===== src/rtl/mont_exp_sequencer.sv =====
// Modular exponentiation sequencer: maps operands into the Montgomery
// domain, hands them to an external ladder, then maps the result back.
`ifndef BITS
`define BITS 8
`endif
`ifndef LOG_BITS
`define LOG_BITS 3
`endif

module montgomery_mult (
    input  logic [`BITS-1:0] a_i,
    input  logic [`BITS-1:0] b_i,
    input  logic [`BITS-1:0] n_i,
    input  logic [`BITS-1:0] n_prime_i,
    output logic [`BITS-1:0] p_o
);
    localparam int W = `BITS;

    logic [2*W-1:0] t;
    logic [W-1:0]   m;
    logic [2*W-1:0] mn;
    logic [2*W:0]   u;
    logic [W:0]     s;

    // REDC: t + m*N is an exact multiple of R, and the quotient is below 2N
    always_comb begin
        t   = {{W{1'b0}}, a_i} * {{W{1'b0}}, b_i};
        m   = t[W-1:0] * n_prime_i;
        mn  = {{W{1'b0}}, m} * {{W{1'b0}}, n_i};
        u   = {1'b0, t} + {1'b0, mn};
        s   = u[2*W:W];
        p_o = (s >= {1'b0, n_i}) ? s[W-1:0] - n_i : s[W-1:0];
    end
endmodule

module mont_exp_sequencer (
    input  logic             clk,
    input  logic             rst,
    input  logic             start,
    input  logic [`BITS-1:0] base,
    input  logic [`BITS-1:0] exponent,
    input  logic [`BITS-1:0] N,
    input  logic [`BITS-1:0] N_prime,
    input  logic [`BITS-1:0] R2,
    output logic             busy,
    output logic             done,
    output logic [`BITS-1:0] result,
    output logic             lad_start,
    output logic [`BITS-1:0] lad_base_mont,
    output logic [`BITS-1:0] lad_one_mont,
    output logic [`BITS-1:0] lad_exponent,
    output logic [`BITS-1:0] lad_N,
    output logic [`BITS-1:0] lad_N_prime,
    input  logic             lad_finish,
    input  logic [`BITS-1:0] lad_result
);
    localparam int W = `BITS;
    localparam logic [W-1:0] ONE = {{(W-1){1'b0}}, 1'b1};

    typedef enum logic [2:0] {
        S_IDLE,
        S_TO_BASE,
        S_TO_ONE,
        S_LAD_GO,
        S_LAD_WAIT,
        S_FROM_MONT,
        S_DONE
    } state_t;

    state_t       state_q, state_d;
    logic [W-1:0] base_q, base_d;
    logic [W-1:0] exp_q, exp_d;
    logic [W-1:0] n_q, n_d;
    logic [W-1:0] np_q, np_d;
    logic [W-1:0] r2_q, r2_d;
    logic [W-1:0] bm_q, bm_d;
    logic [W-1:0] om_q, om_d;
    logic [W-1:0] lr_q, lr_d;
    logic [W-1:0] res_q, res_d;
    logic [W-1:0] mm_a, mm_b, mm_p;

    montgomery_mult u_mm (
        .a_i      (mm_a),
        .b_i      (mm_b),
        .n_i      (n_q),
        .n_prime_i(np_q),
        .p_o      (mm_p)
    );

    always_comb begin
        state_d   = state_q;
        base_d    = base_q;
        exp_d     = exp_q;
        n_d       = n_q;
        np_d      = np_q;
        r2_d      = r2_q;
        bm_d      = bm_q;
        om_d      = om_q;
        lr_d      = lr_q;
        res_d     = res_q;
        mm_a      = base_q;
        mm_b      = r2_q;
        busy      = (state_q != S_IDLE);
        done      = 1'b0;
        lad_start = 1'b0;
        case (state_q)
            S_IDLE: begin
                if (start) begin
                    base_d  = base;
                    exp_d   = exponent;
                    n_d     = N;
                    np_d    = N_prime;
                    r2_d    = R2;
                    state_d = S_TO_BASE;
                end
            end
            S_TO_BASE: begin
                bm_d    = mm_p;
                state_d = S_TO_ONE;
            end
            S_TO_ONE: begin
                mm_a    = ONE;
                om_d    = mm_p;
                state_d = S_LAD_GO;
            end
            S_LAD_GO: begin
                lad_start = 1'b1;
                state_d   = S_LAD_WAIT;
            end
            S_LAD_WAIT: begin
                if (lad_finish) begin
                    lr_d    = lad_result;
                    state_d = S_FROM_MONT;
                end
            end
            S_FROM_MONT: begin
                mm_a    = lr_q;
                mm_b    = ONE;
                res_d   = mm_p;
                state_d = S_DONE;
            end
            S_DONE: begin
                done    = 1'b1;
                state_d = S_IDLE;
            end
            default: state_d = S_IDLE;
        endcase
    end

    always_ff @(posedge clk) begin
        if (rst) begin
            state_q <= S_IDLE;
            base_q  <= '0;
            exp_q   <= '0;
            n_q     <= '0;
            np_q    <= '0;
            r2_q    <= '0;
            bm_q    <= '0;
            om_q    <= '0;
            lr_q    <= '0;
            res_q   <= '0;
        end else begin
            state_q <= state_d;
            base_q  <= base_d;
            exp_q   <= exp_d;
            n_q     <= n_d;
            np_q    <= np_d;
            r2_q    <= r2_d;
            bm_q    <= bm_d;
            om_q    <= om_d;
            lr_q    <= lr_d;
            res_q   <= res_d;
        end
    end

    assign result        = res_q;
    assign lad_base_mont = bm_q;
    assign lad_one_mont  = om_q;
    assign lad_exponent  = exp_q;
    assign lad_N         = n_q;
    assign lad_N_prime   = np_q;
endmodule


===== config.mk =====
export PLATFORM = sky130hd
export DESIGN_NAME = mont_exp_sequencer
export DESIGN_NICKNAME = d
export VERILOG_FILES = /design/src/rtl/mont_exp_sequencer.sv
export SDC_FILE = /design/constraint.sdc
export NUM_CORES = 1
export LEC_CHECK = 0
export BUFFER_PORTS_ARGS = -buffer_cell sky130_fd_sc_hd__buf_4
export CAP_MARGIN = 0
export CORE_MARGIN = 1.5
export CORE_UTILIZATION = 61
export CTS_CLUSTER_DIAMETER = 100
export DETAILED_ROUTE_END_ITERATION = 7
export PLACE_DENSITY = 0.83
export SETUP_SLACK_MARGIN = 0.2
export SLEW_MARGIN = 40
export SYNTH_ARGS = -nofsm -noshare
export SYNTH_HDL_FRONTEND = slang
export SYNTH_SLANG_ARGS = --single-unit

===== constraint.sdc =====
create_clock -name clk -period 16.46 [get_ports clk]
set_input_delay 1.646 -clock clk [delete_from_list [all_inputs] [get_ports clk]]
set_output_delay 1.646 -clock clk [all_outputs]
set_load 0.01 [all_outputs]

### Word-level counts from Yosys, hierarchy flattened

Index checks and enable logic that the tools add are counted.

* flip-flop bits (word level): 75
* latch bits: 0
* RAM bits: 0
* bits in read-only memories: 0
* bits of input ports: 52
* output and inout bits: 51
* logic and storage cells: 37
* memories: 0

* add/sub/neg operators: 2
* $mul: 3
* divide/modulo/power cells: 0
* $lt $le $gt $ge: 1
* equal/unequal tests: 8
* shift operators: 0
* muxes and demuxes: 8
* bitwise logic cells: 0
* reductions and logical operators: 5

Operators by type and width (count)
* 8-bit by 8-bit multiplier with 16-bit output: 2
* 3-bit one-hot mux with 6 select lines: 1
* 16-bit by 16-bit adder with 17-bit output: 1
* 8-bit two-way mux: 2
* 8-bit one-hot mux with 2 select lines: 1
* 3-bit == test (second input constant): 3
* 9-bit by 8-bit >= comparator with 1-bit output: 1
* 8-bit by 8-bit multiplier with 8-bit output: 1
* 8-bit subtractor: 1
* 3-bit by 2-bit == test with 1-bit output (second input constant): 2
* 3-bit two-way mux: 2
* 2-bit AND reduction: 3
* 2-bit != test (second input constant): 2
* 3-bit by 1-bit == test with 1-bit output (second input constant): 1
* 3-bit logical NOT: 1
* 3-bit nonzero test: 1
* 1-bit two-way mux: 2

### Logic depth before layout (Yosys ltp)

* word-level depth: 8
* gate-level depth with buffers: 52

### Modules after synthesis

From an unflattened synthesis, not the netlist that was laid out.

* cells, all modules: 1008
* area total of the unflattened synthesis: 8540.7 µm²

Modules (own cells, without submodules)
* montgomery_mult: instances 1, cells each 642, area an instance 5560.3 µm²
* mont_exp_sequencer: instances 1, cells each 366, area an instance 2980.4 µm²

### Worst setup path after synthesis

Ideal clock, no wire load.

* path kind: reg-to-reg
* from: reg state_q[0]
* to: reg bm_q[0] (netlist: lad_base_mont[0])
* library setup time: 79 ps
* data arrival time: 11942 ps
* required time: 16381 ps
* path slack: 4439 ps
* stages on the path, launching flop included: 45
* clock period less this slack: 12021 ps
* cell sequence: dfxtp_1 buf_4 and3b_1 nor2_1 clkbuf_1 nand3_1 fa_1 fa_1 inv_1 fa_1 fa_1 ha_1 xnor2_1 nand2_1 fa_1 fa_1 fa_1 inv_1 (+9 left out) fa_1 fa_1 ha_1 a21oi_1 a21boi_0 a21o_1 o21ai_0 xnor2_1 inv_1 ha_1 o21a_1 o31ai_1 a21oi_1 o221a_2 nor3b_1 mux2i_4 mux2_4 a211oi_2

* longest elaborated chain between the ends: 8
* elaborated cells on any way between the ends: 12
* those cells by class: 2 x add/sub; 3 x mul; 1 x order compare; 3 x eq/ne; 3 x mux

RTL lines
* from (decl): line 70 `state_t state_q, state_d;`
* from (signal assigned): line 163 `state_q <= state_d;`
* 3-bit == test or 3-bit by 2-bit == test with 1-bit output (tied branches): line 106 `case (state_q)`
* 8-bit one-hot mux with 2 select lines or 8-bit two-way mux (tied branches): line 106
* 8-bit by 8-bit multiplier with 16-bit output: line 27 `t = {{W{1'b0}}, a_i} * {{W{1'b0}}, b_i};`
* 8-bit by 8-bit multiplier with 8-bit output: line 28 `m = t[W-1:0] * n_prime_i;`
* 8-bit by 8-bit multiplier with 16-bit output: line 29 `mn = {{W{1'b0}}, m} * {{W{1'b0}}, n_i};`
* 16-bit by 16-bit adder with 17-bit output: line 30 `u = {1'b0, t} + {1'b0, mn};`
* 8-bit subtractor or 9-bit by 8-bit >= comparator with 1-bit output (tied branches): line 32 `p_o = (s >= {1'b0, n_i}) ? s[W-1:0] - n_i : s[W-1:0];`
* 8-bit two-way mux: line 32
* to (signal assigned): line 169 `bm_q <= bm_d;`
* to (decl): line 76 `logic [W-1:0] bm_q, bm_d;`

Several ways; a longest one is shown, not always the timed one.
A chain may end at the register's enable or synchronous reset.

### Worst setup path in the final report

* from: reg state_q[0]
* to: reg res_q[0] (netlist: result[0])

* longest elaborated chain between the ends: 8
* elaborated cells on any way between the ends: 11
* those cells by class: 2 x add/sub; 3 x mul; 1 x order compare; 2 x eq/ne; 3 x mux

RTL lines
* 3-bit == test or 3-bit by 2-bit == test with 1-bit output (tied branches): line 106
* 8-bit one-hot mux with 2 select lines or 8-bit two-way mux (tied branches): line 106
* 8-bit by 8-bit multiplier with 16-bit output: line 27
* 8-bit by 8-bit multiplier with 8-bit output: line 28
* 8-bit by 8-bit multiplier with 16-bit output: line 29
* 16-bit by 16-bit adder with 17-bit output: line 30
* 8-bit subtractor or 9-bit by 8-bit >= comparator with 1-bit output (tied branches): line 32
* 8-bit two-way mux: line 32
* to (signal assigned): line 172 `res_q <= res_d;`
* to (decl): line 79 `logic [W-1:0] res_q, res_d;`

Several ways; a longest one is shown, not always the timed one.

==> impl_metrics.py <==
metrics = {
    "clock_network": {
        "root_buffer": "clkbuf_16",
        "cts_buffers": 9,
        "clkSinkCount": 75,
        "insertion_delay_ns": 0.35,
        "cts_tree": "done",
        "htreeDepth": 3,
        "post_cts_buffers": 0,
        "holdBufCountCts": 0,
        "cts_resized": 0,
        "clk_path_buf_depth": 2,
        "clk_pin_slew_ns": 0.07,
    },
    "pwr": {
        "switchingPower_w": 0.000220,
        "ir_drop_mv": 0.0654,
        "p_int_w": 0.000435,
        "p_per_area_nw_per_um2": 67.8,
        "p_leak_nw": 4.83,
        "sw_frac_of_total": 0.336,
        "seq_power_share": 0.326,
        "combPwrFrac": 0.309,
        "p_clk_frac": 0.365,
    },
    "logic_synthesis": {
        "ys_types": 50,
        "synth-seq-cells": 75,
        "syn-num-nets": 1245,
        "synth_area_sq_um": 8440,
        "ys_top_cells_by_count": "nand2_1 (160), inv_1 (146), fa_1 (99), ha_1 (92), dfxtp_1 (75)",
        "async_flop_share": 0,
        "syn_avg_cell_area_sq_um": 8.43,
        "seq_area_frac_synth": 0.178,
        "ys.flop_type": "dfxtp_1",
        "synth_area_leaders": "fa_1 (23%), dfxtp_1 (18%), ha_1 (14%)",
        "yosys.area.top_type_share": 0.235,
        "synth-edff-count": 0,
        "syn_inst": 1002,
        "ys_warn_count": 0,
        "yosys.area.top_type": "fa_1",
        "yosysMostFrequentCell": "nand2_1",
    },
    "worst_setup_path": {
        "rr_worst_depth": 46,
        "r2r_slack_ns": 2.78,
        "start_kind": "register",
        "r2r_start": "state_q[0]",
        "required_ns": 16.72,
        "crit_top_cell": "fa_1",
        "crit_type": "register to register",
        "critPathBufInv": 8,
        "crit_fanout": 28,
        "arrival_ns": 13.94,
        "slowest_delay_ns": 0.74,
        "cp-end-kind": "register",
        "r2r_end": "result[0]",
        "path_delay_family": "adder cells",
        "critPathSlowestCell": "and3b_1",
    },
    "routing": {
        "drt_wl_total_mm": 20.5,
        "wl_per_cell_microns": 16.3,
        "vias": 7143,
        "drt_iter0_drc": 383,
        "drc_errors": 0,
        "ant_nets": 0,
        "first_pass_iters": 7,
        "via_per_inst": 5.68,
    },
    "sta": {
        "hold_violations": 0,
        "fin_crit_ns": 13.68,
        "tightest_slew_ns": 0.792,
        "max_clock_freq_mhz": 73.1,
        "fin_crit_sh": 0.831,
        "fin_worst_skew_ns": 0.0114,
        "rsz0062_at_grt": "no",
        "maxSlewHeadroom": 0.472,
        "tns_ns": 0,
        "maxSlewViolCount": 0,
        "setup_viol": 0,
    },
    "run": {
        "maxCapViolCount": 0,
    },
    "min_path": {
        "min-delay-path-class": "register to register",
        "min-delay-start": "lad_exponent[5]",
        "hold_end": "lad_exponent[5]",
        "min_path_cells": 2,
    },
    "global_route": {
        "gr-total-overflow": 0,
        "grt_usage": 0.296,
        "grt_max_degree": 85,
        "antenna_found_initial": 0,
        "grt_pass1_vias": 6998,
        "grt_pass1_wl_mm": 33.7,
    },
    "die": {
        "fp-row-count": 42,
        "die_w_microns": 121,
        "io-pin-count": 103,
        "die-area_sq_um": 14600,
        "start_util": 0.630,
        "dieHeight_microns": 121,
        "core_sq_um": 13400,
    },
    "finish": {
        "drive_gt1_frac": 0.124,
        "fin_area_sq_um": 9650,
        "diodes": 0,
        "syn_to_final_growth_pct": 14.3,
        "nNetsFinal": 1319,
        "fillCellCount": 1012,
    },
    "place": {
        "dp_hpwl_mm": 16.3,
        "placed_area_sq_um": 9290,
        "portBuffers": 102,
        "gp_congestion": 0.980,
    },
    "status": {
        "status": "completed",
    },
}
-- registers in the layout, summed over array words and instances, names as in the netlist --
name / flops
r2_q: 8
base_q: 8
result: 8
state_q: 3
lad_exponent: 8
lr_q: 8
lad_one_mont: 8
lad_N: 8
lad_N_prime: 8
lad_base_mont: 8
-- placed cells by master, fill, tap and decap left out, types with 2 or more instances in the layout --
cell / n
nor3b_1: 4
buf_4: 106
o211ai_1: 2
a22o_1: 4
a21o_1: 7
a211oi_2: 3
o31ai_1: 2
nand3_1: 10
dfxtp_1: 75
nor2b_1: 4
a21boi_0: 2
nor2_1: 56
and3_1: 32
a31oi_1: 7
bufinv_16: 3
and2_1: 49
o31a_1: 3
nand2b_1: 6
o41ai_1: 5
inv_1: 146
a21oi_1: 62
fa_1: 99
nand2_1: 160
xnor2_1: 31
a211oi_1: 18
xor2_1: 9
o21bai_1: 5
nand4_1: 4
o21ai_0: 10
clkbuf_16: 9
ha_1: 92
nor3_1: 15
mux2i_1: 13
clkbuf_8: 2
o21a_1: 7
-- worst register-to-register path, delay by kind of cell (launching register included) --
family          cells  cell delay, ns
flops               1            0.51
simple gates        6            1.71
buf+inv             8            0.62
fa+ha+maj          16            6.78
xor+xnor            4            1.23
mux                 2            0.66
compound gates     10            2.07
-- power groups by stage --
stage | sequential (W) | combinational (W) | clock [W]
4_1_cts | 0.000213 | 0.000201 | 0.000242
3_3_place_gp | 0.000217 | 0.000195 | 0
6_report | 0.000214 | 0.000202 | 0.000239
2_1_floorplan | 0.000211 | 0.000143 | 0
3_5_place_dp | 0.000217 | 0.000200 | 0
5_1_grt | 0.000216 | 0.000224 | 0.000249
-- per-stage QoR --
| step | hold slack, ns | utilization | worst slack (ns) | std cells | power [W] |
|---|---|---|---|---|---|
| after CTS | 0.455 | 0.720 | 2.87 | 1257 | 0.000656 |
| after detailed placement | 0.447 | 0.693 | 2.97 | 1241 | 0.000417 |
| after global routing | 0.477 | 0.720 | 1.94 | 1257 | 0.000689 |
| after global placement | 0.444 | 0.693 | 3.37 | 1241 | 0.000412 |
| after floorplan | 0.440 | - | 4.44 | 1002 | 0.000354 |
| final | 0.454 | 0.720 | 2.78 | 1257 | 0.000654 |
-- worst max path at each step --
stage | startpoint | to | cells after the start
6_report | state_q[0] | result[0] | 46
5_1_grt | state_q[0] | result[4] | 46
4_1_cts | state_q[0] | result[0] | 42
3_5_place_dp | state_q[0] | lad_base_mont[4] | 42
3_3_place_gp | state_q[0] | lad_base_mont[4] | 42
2_1_floorplan | state_q[0] | lad_base_mont[0] | 44
-- area by class of cell --
class                      instances  area [sq um]  area share
multi-input combinational        737          6220       0.644
sequential                        75          1500       0.156
timing repair buffer             107           807      0.0836
inverter                         146           548      0.0568
clock buffer                      11           253      0.0262
tap                              176           220      0.0228
clock inverter                     5           108      0.0111
-- kinds of logic after synthesis --
kind of cell / after synthesis / share of synthesized area
multiplexers: 15 / 0.0199
flip-flops: 75 / 0.178
XOR/XNOR: 40 / 0.0415
adder cells (fa/ha/maj): 191 / 0.371
AO/OA/AOI/OAI: 146 / 0.114
AND/OR/NAND/NOR: 345 / 0.190
buffers and inverters: 190 / 0.0861
-- routing by layer --
layer | track usage | share of wire | vias up
met5 | 0 | 0 | -
met4 | 0.132 | 0.042 | 0
li1 | - | - | 3371
met1 | 0.366 | 0.40 | 3440
met2 | 0.506 | 0.50 | 267
met3 | 0.0528 | 0.055 | 65
No activity file was read; power rests on OpenSTA's default activity.
